### src/rtl/mem_pkg.sv
// Shared definitions for the data-memory access path: op-length codes, FSM
// encoding and the alignment / strobe / load-extension helpers.
package mem_pkg;

  localparam logic [2:0] OP_B  = 3'b000;
  localparam logic [2:0] OP_H  = 3'b001;
  localparam logic [2:0] OP_W  = 3'b010;
  localparam logic [2:0] OP_BU = 3'b100;
  localparam logic [2:0] OP_HU = 3'b101;

  typedef enum logic [1:0] {
    ST_IDLE = 2'd0,
    ST_WAIT = 2'd1,
    ST_DONE = 2'd2
  } state_t;

  // Undefined op lengths report as misaligned so they never reach the bus.
  function automatic logic is_aligned(input logic [2:0] op, input logic [1:0] offset);
    case (op)
      OP_B, OP_BU: return 1'b1;
      OP_H, OP_HU: return ~offset[0];
      OP_W:        return offset == 2'b00;
      default:     return 1'b0;
    endcase
  endfunction

  function automatic logic [3:0] store_strobe(input logic [2:0] op, input logic [1:0] offset);
    case (op)
      OP_B, OP_BU: return 4'b0001 << offset;
      OP_H, OP_HU: return 4'b0011 << offset;
      default:     return 4'b1111;
    endcase
  endfunction

  function automatic logic [31:0] load_extend(input logic [2:0] op, input logic [1:0] offset,
                                              input logic [31:0] word);
    logic [31:0] shifted;
    shifted = word >> {offset, 3'b000};
    case (op)
      OP_B:    return {{24{shifted[7]}}, shifted[7:0]};
      OP_BU:   return {24'h0, shifted[7:0]};
      OP_H:    return {{16{shifted[15]}}, shifted[15:0]};
      OP_HU:   return {16'h0, shifted[15:0]};
      default: return word;
    endcase
  endfunction

endpackage

### src/rtl/load_store_aligner.sv
// Combinational lane steering: store data replication/strobes on the request
// side and byte/half extraction with extension on the response side.
module load_store_aligner
  import mem_pkg::*;
(
  input  logic [2:0]  req_op,
  input  logic [1:0]  req_offset,
  input  logic [31:0] req_data,
  input  logic [2:0]  rsp_op,
  input  logic [1:0]  rsp_offset,
  input  logic [31:0] rsp_word,
  output logic        req_aligned,
  output logic [31:0] req_wdata,
  output logic [3:0]  req_wstrb,
  output logic [31:0] rsp_load_data
);

  logic is_byte;
  logic is_half;

  assign is_byte = (req_op == OP_B) || (req_op == OP_BU);
  assign is_half = (req_op == OP_H) || (req_op == OP_HU);

  // Every lane carries a copy of the value so the strobes alone pick the target.
  genvar gi;
  for (gi = 0; gi < 4; gi++) begin : g_lane
    assign req_wdata[8*gi +: 8] = is_byte ? req_data[7:0] :
                                  is_half ? req_data[8*(gi%2) +: 8] :
                                            req_data[8*gi +: 8];
  end

  assign req_aligned   = is_aligned(req_op, req_offset);
  assign req_wstrb     = store_strobe(req_op, req_offset);
  assign rsp_load_data = load_extend(rsp_op, rsp_offset, rsp_word);

endmodule

### src/rtl/mem_access_controller.sv
// Sequences one EX/MEM load or store onto the req/ack bus, stalling the
// pipeline until the access completes, is rejected, or times out.
module mem_access_controller
  import mem_pkg::*;
#(
  parameter int TIMEOUT_CYCLES = 16
) (
  input  logic        clock,
  input  logic        reset,
  input  logic [31:0] mem_alu_result,
  input  logic [31:0] mem_rs2_data,
  input  logic        mem_mem_read,
  input  logic        mem_mem_write,
  input  logic [2:0]  mem_mem_op_length,
  output logic        bus_req,
  output logic        bus_we,
  output logic [31:0] bus_addr,
  output logic [31:0] bus_wdata,
  output logic [3:0]  bus_wstrb,
  input  logic        bus_ack,
  input  logic [31:0] bus_rdata,
  output logic [31:0] mem_load_data,
  output logic        mem_load_valid,
  output logic        mem_stall,
  output logic        mem_misaligned,
  output logic        mem_bus_error
);

  state_t      state_reg;
  logic [7:0]  timer_reg;
  logic [2:0]  op_reg;
  logic [1:0]  offset_reg;
  logic        is_load_reg;

  logic        access;
  logic        is_load;
  logic        aligned;
  logic [31:0] store_wdata;
  logic [3:0]  store_wstrb;
  logic [31:0] load_value;

  assign access  = mem_mem_read | mem_mem_write;
  assign is_load = mem_mem_read & ~mem_mem_write;

  load_store_aligner u_aligner (
    .req_op        (mem_mem_op_length),
    .req_offset    (mem_alu_result[1:0]),
    .req_data      (mem_rs2_data),
    .rsp_op        (op_reg),
    .rsp_offset    (offset_reg),
    .rsp_word      (bus_rdata),
    .req_aligned   (aligned),
    .req_wdata     (store_wdata),
    .req_wstrb     (store_wstrb),
    .rsp_load_data (load_value)
  );

  assign mem_stall = ((state_reg == ST_IDLE) && access) || (state_reg == ST_WAIT);

  always_ff @(posedge clock or posedge reset) begin
    if (reset) begin
      state_reg      <= ST_IDLE;
      timer_reg      <= 8'd0;
      op_reg         <= 3'd0;
      offset_reg     <= 2'd0;
      is_load_reg    <= 1'b0;
      bus_req        <= 1'b0;
      bus_we         <= 1'b0;
      bus_addr       <= 32'h0;
      bus_wdata      <= 32'h0;
      bus_wstrb      <= 4'h0;
      mem_load_data  <= 32'h0;
      mem_load_valid <= 1'b0;
      mem_misaligned <= 1'b0;
      mem_bus_error  <= 1'b0;
    end else begin
      mem_load_valid <= 1'b0;
      mem_misaligned <= 1'b0;
      mem_bus_error  <= 1'b0;
      case (state_reg)
        ST_IDLE: begin
          if (access) begin
            op_reg      <= mem_mem_op_length;
            offset_reg  <= mem_alu_result[1:0];
            is_load_reg <= is_load;
            timer_reg   <= 8'd0;
            if (aligned) begin
              state_reg <= ST_WAIT;
              bus_req   <= 1'b1;
              bus_we    <= mem_mem_write;
              bus_addr  <= {mem_alu_result[31:2], 2'b00};
              bus_wdata <= mem_mem_write ? store_wdata : 32'h0;
              bus_wstrb <= mem_mem_write ? store_wstrb : 4'h0;
            end else begin
              state_reg      <= ST_DONE;
              mem_misaligned <= 1'b1;
              if (is_load) mem_load_data <= 32'h0;
            end
          end
        end
        ST_WAIT: begin
          // A same-cycle ack takes priority over the timeout.
          if (bus_ack) begin
            state_reg <= ST_DONE;
            bus_req   <= 1'b0;
            if (is_load_reg) begin
              mem_load_valid <= 1'b1;
              mem_load_data  <= load_value;
            end
          end else if (timer_reg == 8'(TIMEOUT_CYCLES - 1)) begin
            state_reg     <= ST_DONE;
            bus_req       <= 1'b0;
            mem_bus_error <= 1'b1;
            mem_load_data <= 32'h0;
          end else begin
            timer_reg <= timer_reg + 8'd1;
          end
        end
        ST_DONE: state_reg <= ST_IDLE;
        default: state_reg <= ST_IDLE;
      endcase
    end
  end

endmodule
### config.mk
export PLATFORM = sky130hd
export DESIGN_NAME = mem_access_controller
export DESIGN_NICKNAME = d
export VERILOG_FILES = /design/src/rtl/mem_pkg.sv /design/src/rtl/load_store_aligner.sv /design/src/rtl/mem_access_controller.sv
export SDC_FILE = /design/constraint.sdc
export NUM_CORES = 1
export LEC_CHECK = 0
export ABC_AREA = 1
export BUFFER_PORTS_ARGS = -buffer_cell sky130_fd_sc_hd__buf_4
export CORE_ASPECT_RATIO = 1.4
export CORE_MARGIN = 2
export CORE_UTILIZATION = 54
export DETAILED_ROUTE_END_ITERATION = 10
export GPL_TIMING_DRIVEN = 1
export PLACE_DENSITY = 0.92
export SYNTH_ARGS = -nofsm -noshare
export SYNTH_HDL_FRONTEND = slang
export SYNTH_SLANG_ARGS = --single-unit
### constraint.sdc
create_clock -name clock -period 8.4 [get_ports clock]
set_input_delay 0.84 -clock clock [delete_from_list [all_inputs] [get_ports clock]]
set_output_delay 0.84 -clock clock [all_outputs]
set_load 0.05 [all_outputs]
==> flow_summary.yaml, run 1 <==
cts:
  path_clk_slew_ps: 60
  insertion_delay_ps: 410
  hold_buffers: 0
  postCtsSetupBuffers: 0
  cts_tree: "yes"
  cts_sinks: 119
  htree_num_levels: 4
  root_buffer: "clkbuf_16"
  clockBufferDepth: 2
  cts-resized-gates: 0
  numCtsBuffers: 17
sta:
  clock_skew_ps: 18.6
  setup_viol: 0
  fin_crit_ps: 2890
  min_period_over_period: 0.344
  maxSlewViolCount: 0
  hold_violations: 0
  rsz0062_at_grt: "no"
  fmax_mhz: 346
  setup_tns_ps: 0
  worstMarginPinSlew_ps: 1100
  worst_slack_ps: 5510
  relSlewSlack: 0.264
placed_design:
  io_buffers: 207
  dpl_worst_slack_ps: 5070
  dpl.hpwl_mm: 11.7
  gp_congestion: 0.918
worst_setup_path:
  worst_setup_path_start_kind: "input pin"
  criticalPathCategory: "in -> reg"
  crit_fanout: 69
  endpoint_kind: "register"
  max_stage_delay_ps: 640
  cp.arrival_ps: 3140
  cp_slowest_cell: "inv_2"
  cp_common_cell: "nand2_1"
  crit_chain: "buf_4 > inv_2 > nand2_1 > nand2_1 > nand2_2 > nor2_4 > inv_2 > nand2_1 > o21ai_0"
  required_ps: 8660
worst_hold_path:
  min_path_type: "in -> async"
detailed_routing:
  drt_first_iter_violations: 408
  drc_errors: 0
  wirelength_mm: 16.8
  ant_nets: 0
  wl_per_cell_um: 15.6
  dr_total_vias: 5728
  dr.pass1.iters: 5
  drt-vias-per-instance: 5.31
global_route:
  overflow: 0
  grt_start_max_net_pins: 87
  grt_antenna_before_repair: 0
  grt_first_pass_wirelength_mm: 26.9
  grt_usage: 0.295
  grt_pass1_vias: 5495
floorplanning:
  io_pins: 210
  die_w_um: 91.4
  dieArea_um2: 11500
  start_util: 0.555
  core_um2: 10400
  chipHeight_um: 126
  fp-row-count: 44
pwr:
  p_per_area_nw_per_um2: 440
  p_leak_nw: 4.27
  vdd_drop_max_uv: 317
yosys:
  synthCells: 737
  synthFlopType: "dfrtp_1"
  yosysSeqAreaShare: 0.516
  ys_warn_count: 0
  ys_types: 32
  synth_seq_cells: 119
  synth_edf_count: 0
  mappedNetlistArea_um2: 5770
  syn_area_per_cell_um2: 7.83
  ys_async_sr_fraction: 1.00
job:
  drv_cap: 0
layout:
  fin_util: 0.763
  fillers: 727
  drive_gt1_frac: 0.299
  syn2layout_area_growth_pct: 37.5
  regArea_um2: 2980
  multi_input_area_um2: 2440
  reg_top3: "bus_wdata (32), mem_load_data (32), bus_addr (30)"
  n_antenna_cell: 0
  fin_nets: 1033
run_status:
  status: "finished, final reports clean"
==> critical path: cells and delay by family <==
family	cells	cell delay, ps
buffers and inverters	3	1110
AO/OA/AOI/OAI	1	110
AND/OR/NAND/NOR	5	1050
==> through the flow <==
| step | cells | power, mW | instance area [µm²] | hold slack [ps] |
|---|---|---|---|---|
| 6_report | 1079 | 3.50 | 7940 | 429 |
| 5_1_grt | 1079 | 3.66 | 7940 | 456 |
| 4_1_cts | 1079 | 3.50 | 7940 | 437 |
| 3_5_place_dp | 1047 | 2.75 | 7330 | 460 |
| 3_3_place_gp | 1047 | 2.71 | 7330 | 455 |
| 2_1_floorplan | 738 | 2.20 | 5780 | 463 |
==> final cells by class <==
type	count	share of cell area
Clock inverter	12	0.0191
Multi-Input combinational cell	537	0.308
Sequential cell	119	0.375
Inverter	44	0.0211
Tap cell	138	0.0218
Timing Repair Buffer	209	0.198
Clock buffer	20	0.0575
==> power breakdown <==
part | switching (mW) | internal, mW | total [mW]
Clock | 0.257 | 0.480 | 0.738
Sequential | 0.182 | 0.802 | 0.984
Combinational | 1.28 | 0.489 | 1.77
==> cell families after synthesis <==
logic type      Yosys count  synth area share
flops                   119             0.516
other cells               1          0.000650
fa+ha+maj                 1           0.00217
mux                       1           0.00195
simple gates            403             0.296
buf+inv                  82            0.0622
compound gates          130             0.122
==> worst paths after layout <==
path                       cells after the start            startpoint  slack, ps               end
setup / recovery                               9  mem_mem_op_length[1]       5510      bus_wdata[7]
hold / removal                                 2                 reset        430  mem_load_data[0]
setup reg to reg                               6          state_reg[1]       5950      bus_wdata[7]
hold reg to reg                                2          bus_addr[29]        470      bus_addr[29]
max in group asynchronous                      3                 reset       6550      timer_reg[5]
min in group clock                             2          bus_addr[29]        470      bus_addr[29]
==> synth_stat cells, types with 8 or more instances <==
master    count  share of area
nand2_1     308           0.20
dfrtp_1     119           0.52
o21ai_0      62          0.054
inv_1        37          0.024
nor2_1       32          0.021
nand3_1      29          0.025
o21ai_1      26          0.023
buf_2        19          0.016
a21oi_1      18          0.016
o211ai_1     13          0.017
clkbuf_1     12         0.0078
nand3_2      10          0.017
or2_2         9         0.0098
a31oi_1       8         0.0087
==> layer usage <==
| metal | global-route usage | vias to the layer above | share of wire |
|---|---|---|---|
| li1 | - | 2740 | - |
| met1 | 0.338 | 2653 | 0.36 |
| met2 | 0.526 | 294 | 0.54 |
| met3 | 0.0701 | 41 | 0.078 |
| met4 | 0.121 | 0 | 0.029 |
| met5 | 0 | - | 0 |
==> layout by cell type (no fill, tap or decap), types with 2 or more instances in the layout <==
master      netlist  layout
a21oi_1          18      18
a31oi_1           8       8
buf_4             5     209
bufinv_16         0       3
clkbuf_16         0      17
clkbuf_8          0       2
clkinv_2          0       3
clkinvlp_4        0       5
conb_1            1       2
dfrtp_1         119     119
inv_1            37      36
inv_2             7       7
nand2_1         308     308
nand2_2           3       3
nand3_1          29      29
nand3_2          10      10
nand4_1           2       2
nor2_1           32      31
nor2_2            2       3
nor2_4            3       3
nor3_1            2       2
o211ai_1         13      13
o21ai_0          62      62
o21ai_1          26      26
or2_2             9       9
Power figures use the tool's default switching activity.
==> inputs of run 2 (changes only) <==
--- a/config.mk
+++ b/config.mk
@@ -9,10 +9,10 @@
 export BUFFER_PORTS_ARGS = -buffer_cell sky130_fd_sc_hd__buf_4
 export CORE_ASPECT_RATIO = 1.4
 export CORE_MARGIN = 2
-export CORE_UTILIZATION = 54
+export CORE_UTILIZATION = 50
 export DETAILED_ROUTE_END_ITERATION = 10
 export GPL_TIMING_DRIVEN = 1
-export PLACE_DENSITY = 0.92
+export PLACE_DENSITY = 0.87
 export SYNTH_ARGS = -nofsm -noshare
 export SYNTH_HDL_FRONTEND = slang
 export SYNTH_SLANG_ARGS = --single-unit
==> constraint.sdc (replaced) <==
create_clock -name clock -period 2.75 [get_ports clock]
set_input_delay 0.275 -clock clock [delete_from_list [all_inputs] [get_ports clock]]
set_output_delay 0.275 -clock clock [all_outputs]
set_load 0.05 [all_outputs]
==> run 2 against run 1 <==
Effect of this change: worst setup slack got worse by 4800 ps; first-iteration DRC count is 25% lower; sequential cell count unchanged; clock power rose to 3.3 times the previous value; sequential share of layout area shrank 0.58 points; cell count increased by 1.1%; register-to-register slack got worse by 5100 ps; critical path depth decreased by 5; non-clock buffer count rose by 7; critical endpoint is now mem_stall; largest cell class unchanged.
==> flow_summary.yaml, run 2 (synthesis results as in run 1) <==
cts:
  htree_num_levels: 4
  root_buffer: "clkbuf_16"
  cts_tree: "yes"
  clockBufferDepth: 2
  hold_buffers: 1
  cts-resized-gates: 0
  path_clk_slew_ps: 60
  numCtsBuffers: 17
  postCtsSetupBuffers: 0
  cts_sinks: 119
  insertion_delay_ps: 410
detailed_routing:
  ant_nets: 0
  dr.pass1.iters: 4
  drt_first_iter_violations: 306
  dr_total_vias: 5721
  drt-vias-per-instance: 5.24
  drc_errors: 0
  wl_per_cell_um: 15.1
  wirelength_mm: 16.5
layout:
  mostFrequentLayoutCell: "nand2_1"
  n_antenna_cell: 0
  reg_top3: "bus_wdata (32), mem_load_data (32), bus_addr (30)"
  syn2layout_area_growth_pct: 39.6
  drive_gt1_frac: 0.302
  fin_nets: 1040
  fillers: 940
  mostFrequentLayoutCells: "nand2_1 (308), buf_4 (213), dfrtp_1 (119)"
floorplanning:
  die_w_um: 94.8
  fp-row-count: 46
  start_util: 0.512
  io_pins: 210
  dieArea_um2: 12400
  core_um2: 11300
  chipHeight_um: 131
sta:
  fin_crit_ps: 2070
  fmax_mhz: 483
  setup_tns_ps: 0
  hold_violations: 0
  worstMarginPinSlew_ps: 674
  clock_skew_ps: 6.54
  min_period_over_period: 0.754
  setup_viol: 0
  rsz0062_at_grt: "no"
  relSlewSlack: 0.549
  maxSlewViolCount: 0
job:
  drv_cap: 0
placed_design:
  gp_congestion: 0.917
  dpl.hpwl_mm: 11.7
  io_buffers: 207
worst_setup_path:
  required_ps: 2480
  r2r-end: "mem_load_data[21]"
  crit_fanout: 12
  cp.arrival_ps: 1800
  r2r-start: "offset_reg[0]"
  ff2ff_path_depth: 8
  criticalPathCategory: "reg -> out"
  worst_setup_path_start_kind: "register"
  reg2reg_slack_ps: 870
  endpoint_kind: "output pin"
global_route:
  grt_pass1_vias: 5509
  grt_first_pass_wirelength_mm: 26.6
  grt_antenna_before_repair: 0
  overflow: 0
  grt_start_max_net_pins: 83
  grt_usage: 0.272
pwr:
  p_leak_nw: 4.33
  total_power_mw: 10.8
  vdd_drop_max_uv: 810
  p_per_area_nw_per_um2: 1340
worst_hold_path:
  worstHoldPathCells: 3
  hp-start: "mem_alu_result[9]"
  min_path_type: "in -> reg"
  holdPathEnd: "bus_addr[9]"
run_status:
  status: "finished, final reports clean"
-- run 2: final cells by class --
| type | count | area [µm²] | share of cell area |
|---|---|---|---|
| clock buffers | 19 | 443 | 0.0549 |
| repair buffers | 216 | 1650 | 0.205 |
| multi-input cells | 537 | 2440 | 0.303 |
| clock inverters | 12 | 200 | 0.0248 |
| inverters | 44 | 169 | 0.0210 |
| well taps | 144 | 180 | 0.0223 |
| flip-flops and latches | 119 | 2980 | 0.369 |
-- run 2: worst max path at each step --
stage                               from                 to  slack, ps  depth (start not counted)
finish                      state_reg[1]          mem_stall        680                          4
global route                state_reg[1]          mem_stall        560                          4
CTS                         state_reg[1]          mem_stall        650                          4
detailed placement  mem_mem_op_length[1]      bus_wdata[11]        910                          7
global placement           offset_reg[0]  mem_load_data[21]        910                          8
floorplan                          reset       bus_addr[10]       1020                          1
-- run 2: report_power, final --
part / total, mW / switching (mW) / leakage [nW] / internal [mW]
Combinational: 5.48 / 3.95 / 2.47 / 1.53
Sequential: 2.93 / 0.481 / 1.55 / 2.45
Clock: 2.42 / 0.795 / 0.305 / 1.63
Total: 10.8 / 5.23 / 4.33 / 5.61
-- run 2: per-layer routing --
layer | share of wire | up-vias | wire (µm) | global-route usage
li1 | - | 2761 | - | -
met2 | 0.53 | 276 | 8680 | 0.467
met4 | 0.026 | 0 | 422 | 0.111
met5 | 0 | - | 0 | 0
met3 | 0.076 | 28 | 1250 | 0.0631
met1 | 0.37 | 2656 | 6130 | 0.322
-- run 2: worst max-delay path, stage by stage, from the launching register on --
cell and delay [ps]:
dfrtp_1 430, nor2_2 210, nand2_1 270, nand2_1 250
buf_4 230
-- run 2: through the flow --
stage	util	instance area (µm²)	std cells	hold slack (ps)	worst slack, ps
3_5_place_dp	0.657	7410	1059	166	911
3_3_place_gp	0.657	7410	1059	165	906
4_1_cts	0.715	8060	1091	47.3	650
2_1_floorplan	-	5780	738	341	1020
5_1_grt	0.715	8060	1091	57.6	563
6_report	0.715	8060	1091	64.1	678
==> inputs of run 3 (changes only) <==
==> constraint.sdc (replaced) <==
create_clock -name clock -period 2.05 [get_ports clock]
set_input_delay 0.205 -clock clock [delete_from_list [all_inputs] [get_ports clock]]
set_output_delay 0.205 -clock clock [all_outputs]
set_load 0.05 [all_outputs]
==> run 3 against run 2 <==
Effect of this change: the run now ends with negative hold slack left; clock power grew 23%; sequential share of layout area shrank 0.90 points; register-to-register slack lost 500 ps; largest cell class unchanged.
==> flow_summary.yaml, run 3 (synthesis results as in run 1) <==
run_status:
  status: "finished with violations"
  violations: "negative hold slack"
global_route:
  grt_usage: 0.295
  grt_antenna_before_repair: 0
  grt_pass1_vias: 5876
  overflow: 0
  grt_first_pass_wirelength_mm: 28.8
  grt_start_max_net_pins: 120
layout:
  drive_gt1_frac: 0.302
  syn2layout_area_growth_pct: 43.1
  n_antenna_cell: 0
  mostFrequentLayoutCell: "nand2_1"
  finalInstanceArea_um2: 8260
  reg_top3: "bus_wdata (32), mem_load_data (32), bus_addr (30)"
  fillers: 891
  mostFrequentLayoutCells: "nand2_1 (308), buf_4 (219), dfrtp_1 (119)"
  fin_nets: 1066
worst_setup_path:
  endpoint_kind: "output pin"
  worst_setup_path_start_kind: "register"
  cp.arrival_ps: 1580
  criticalPathCategory: "reg -> out"
  crit_fanout: 5
  required_ps: 1850
worst_hold_path:
  min_path_type: "in -> async"
cts:
  cts-resized-gates: 0
  hold_buffers: 21
  path_clk_slew_ps: 60
  postCtsSetupBuffers: 0
  cts_tree: "yes"
  root_buffer: "clkbuf_16"
  cts_sinks: 119
  clockBufferDepth: 2
  htree_num_levels: 4
  insertion_delay_ps: 410
  numCtsBuffers: 17
sta:
  setup_tns_ps: 0
  rsz0062_at_grt: "no"
  worstMarginPinSlew_ps: 680
  relSlewSlack: 0.547
  maxSlewViolCount: 0
  fmax_mhz: 561
  hold_slack_ps: -72.1
  hold_violations: 23
  clock_skew_ps: 10.0
  min_period_over_period: 0.870
  setup_viol: 0
  fin_crit_ps: 1780
detailed_routing:
  wirelength_mm: 17.6
  dr_total_vias: 5839
  drt-vias-per-instance: 5.22
  ant_nets: 0
  drc_errors: 0
  dr.pass1.iters: 7
  wl_per_cell_um: 15.8
  drt_first_iter_violations: 271
placed_design:
  dpl.hpwl_mm: 12.0
  io_buffers: 207
  placed_cell_area_um2: 7450
  gp_congestion: 0.911
floorplanning:
  chipHeight_um: 131
  start_util: 0.512
  die_w_um: 94.8
  dieArea_um2: 12400
  core_um2: 11300
  fp-row-count: 46
  io_pins: 210
pwr:
  p_per_area_nw_per_um2: 1740
  vdd_drop_max_uv: 1120
  p_leak_nw: 4.41
job:
  drv_cap: 0
[run 3: cell count changes in the layout (fill, tap and decap cells not counted), moves of 2 or more]
| cell | change |
|---|---|
| clkinvlp_4 | +2 |
| bufinv_16 | -3 |
| inv_6 | +2 |
| buf_4 | +6 |
| dlygate4sd3_1 | +20 |
[run 3: metrics by stage]
stage	util	worst slack, ps	cells	total power [mW]
after floorplan	-	340	738	9.03
after global placement	0.661	406	1065	11.2
after detailed placement	0.661	361	1065	11.4
after CTS	0.732	261	1118	14.4
after global routing	0.732	171	1118	15.2
final	0.732	267	1118	14.4
[run 3: cell type report]
class	count	area, µm²	share of cell area
flip-flops and latches	119	2980	0.360
multi-input cells	537	2440	0.296
repair buffers	242	1890	0.229
clock buffers	19	453	0.0548
well taps	144	180	0.0218
inverters	44	169	0.0204
clock inverters	13	146	0.0177
[run 3: power breakdown]
part | internal, mW | leakage, nW | switching (mW)
Combinational | 2.13 | 2.58 | 5.39
Clock | 1.86 | 0.279 | 1.11
Sequential | 3.29 | 1.55 | 0.632
[run 3: path summary, 6_finish.rpt]
check / end / slack, ps / depth (start not counted) / start
worst max-delay path: mem_stall / 270 / 4 / state_reg[1]
worst max register to register: mem_load_data[14] / 370 / 9 / timer_reg[0]
worst min register to register: bus_addr[19] / 470 / 2 / bus_addr[19]
worst min-delay path: mem_load_data[28] / -70 / 3 / reset
min in group clock: bus_addr[20] / 10 / 3 / mem_alu_result[20]
max in group asynchronous: bus_addr[23] / 1560 / 3 / reset
[run 3: worst max-delay path, cell delays in order, from the launching register on]
cell     delay, ps
dfrtp_1        440
nor2_2         220
nand2_1        130
nand2_1        160
buf_4          230
[run 3: layer usage]
metal  share of wire  up-vias  track usage
met1            0.36     2730        0.340
met3           0.084       34       0.0757
met2            0.53      268        0.515
li1                -     2807            -
met5               0        -            0
met4           0.027        0        0.116
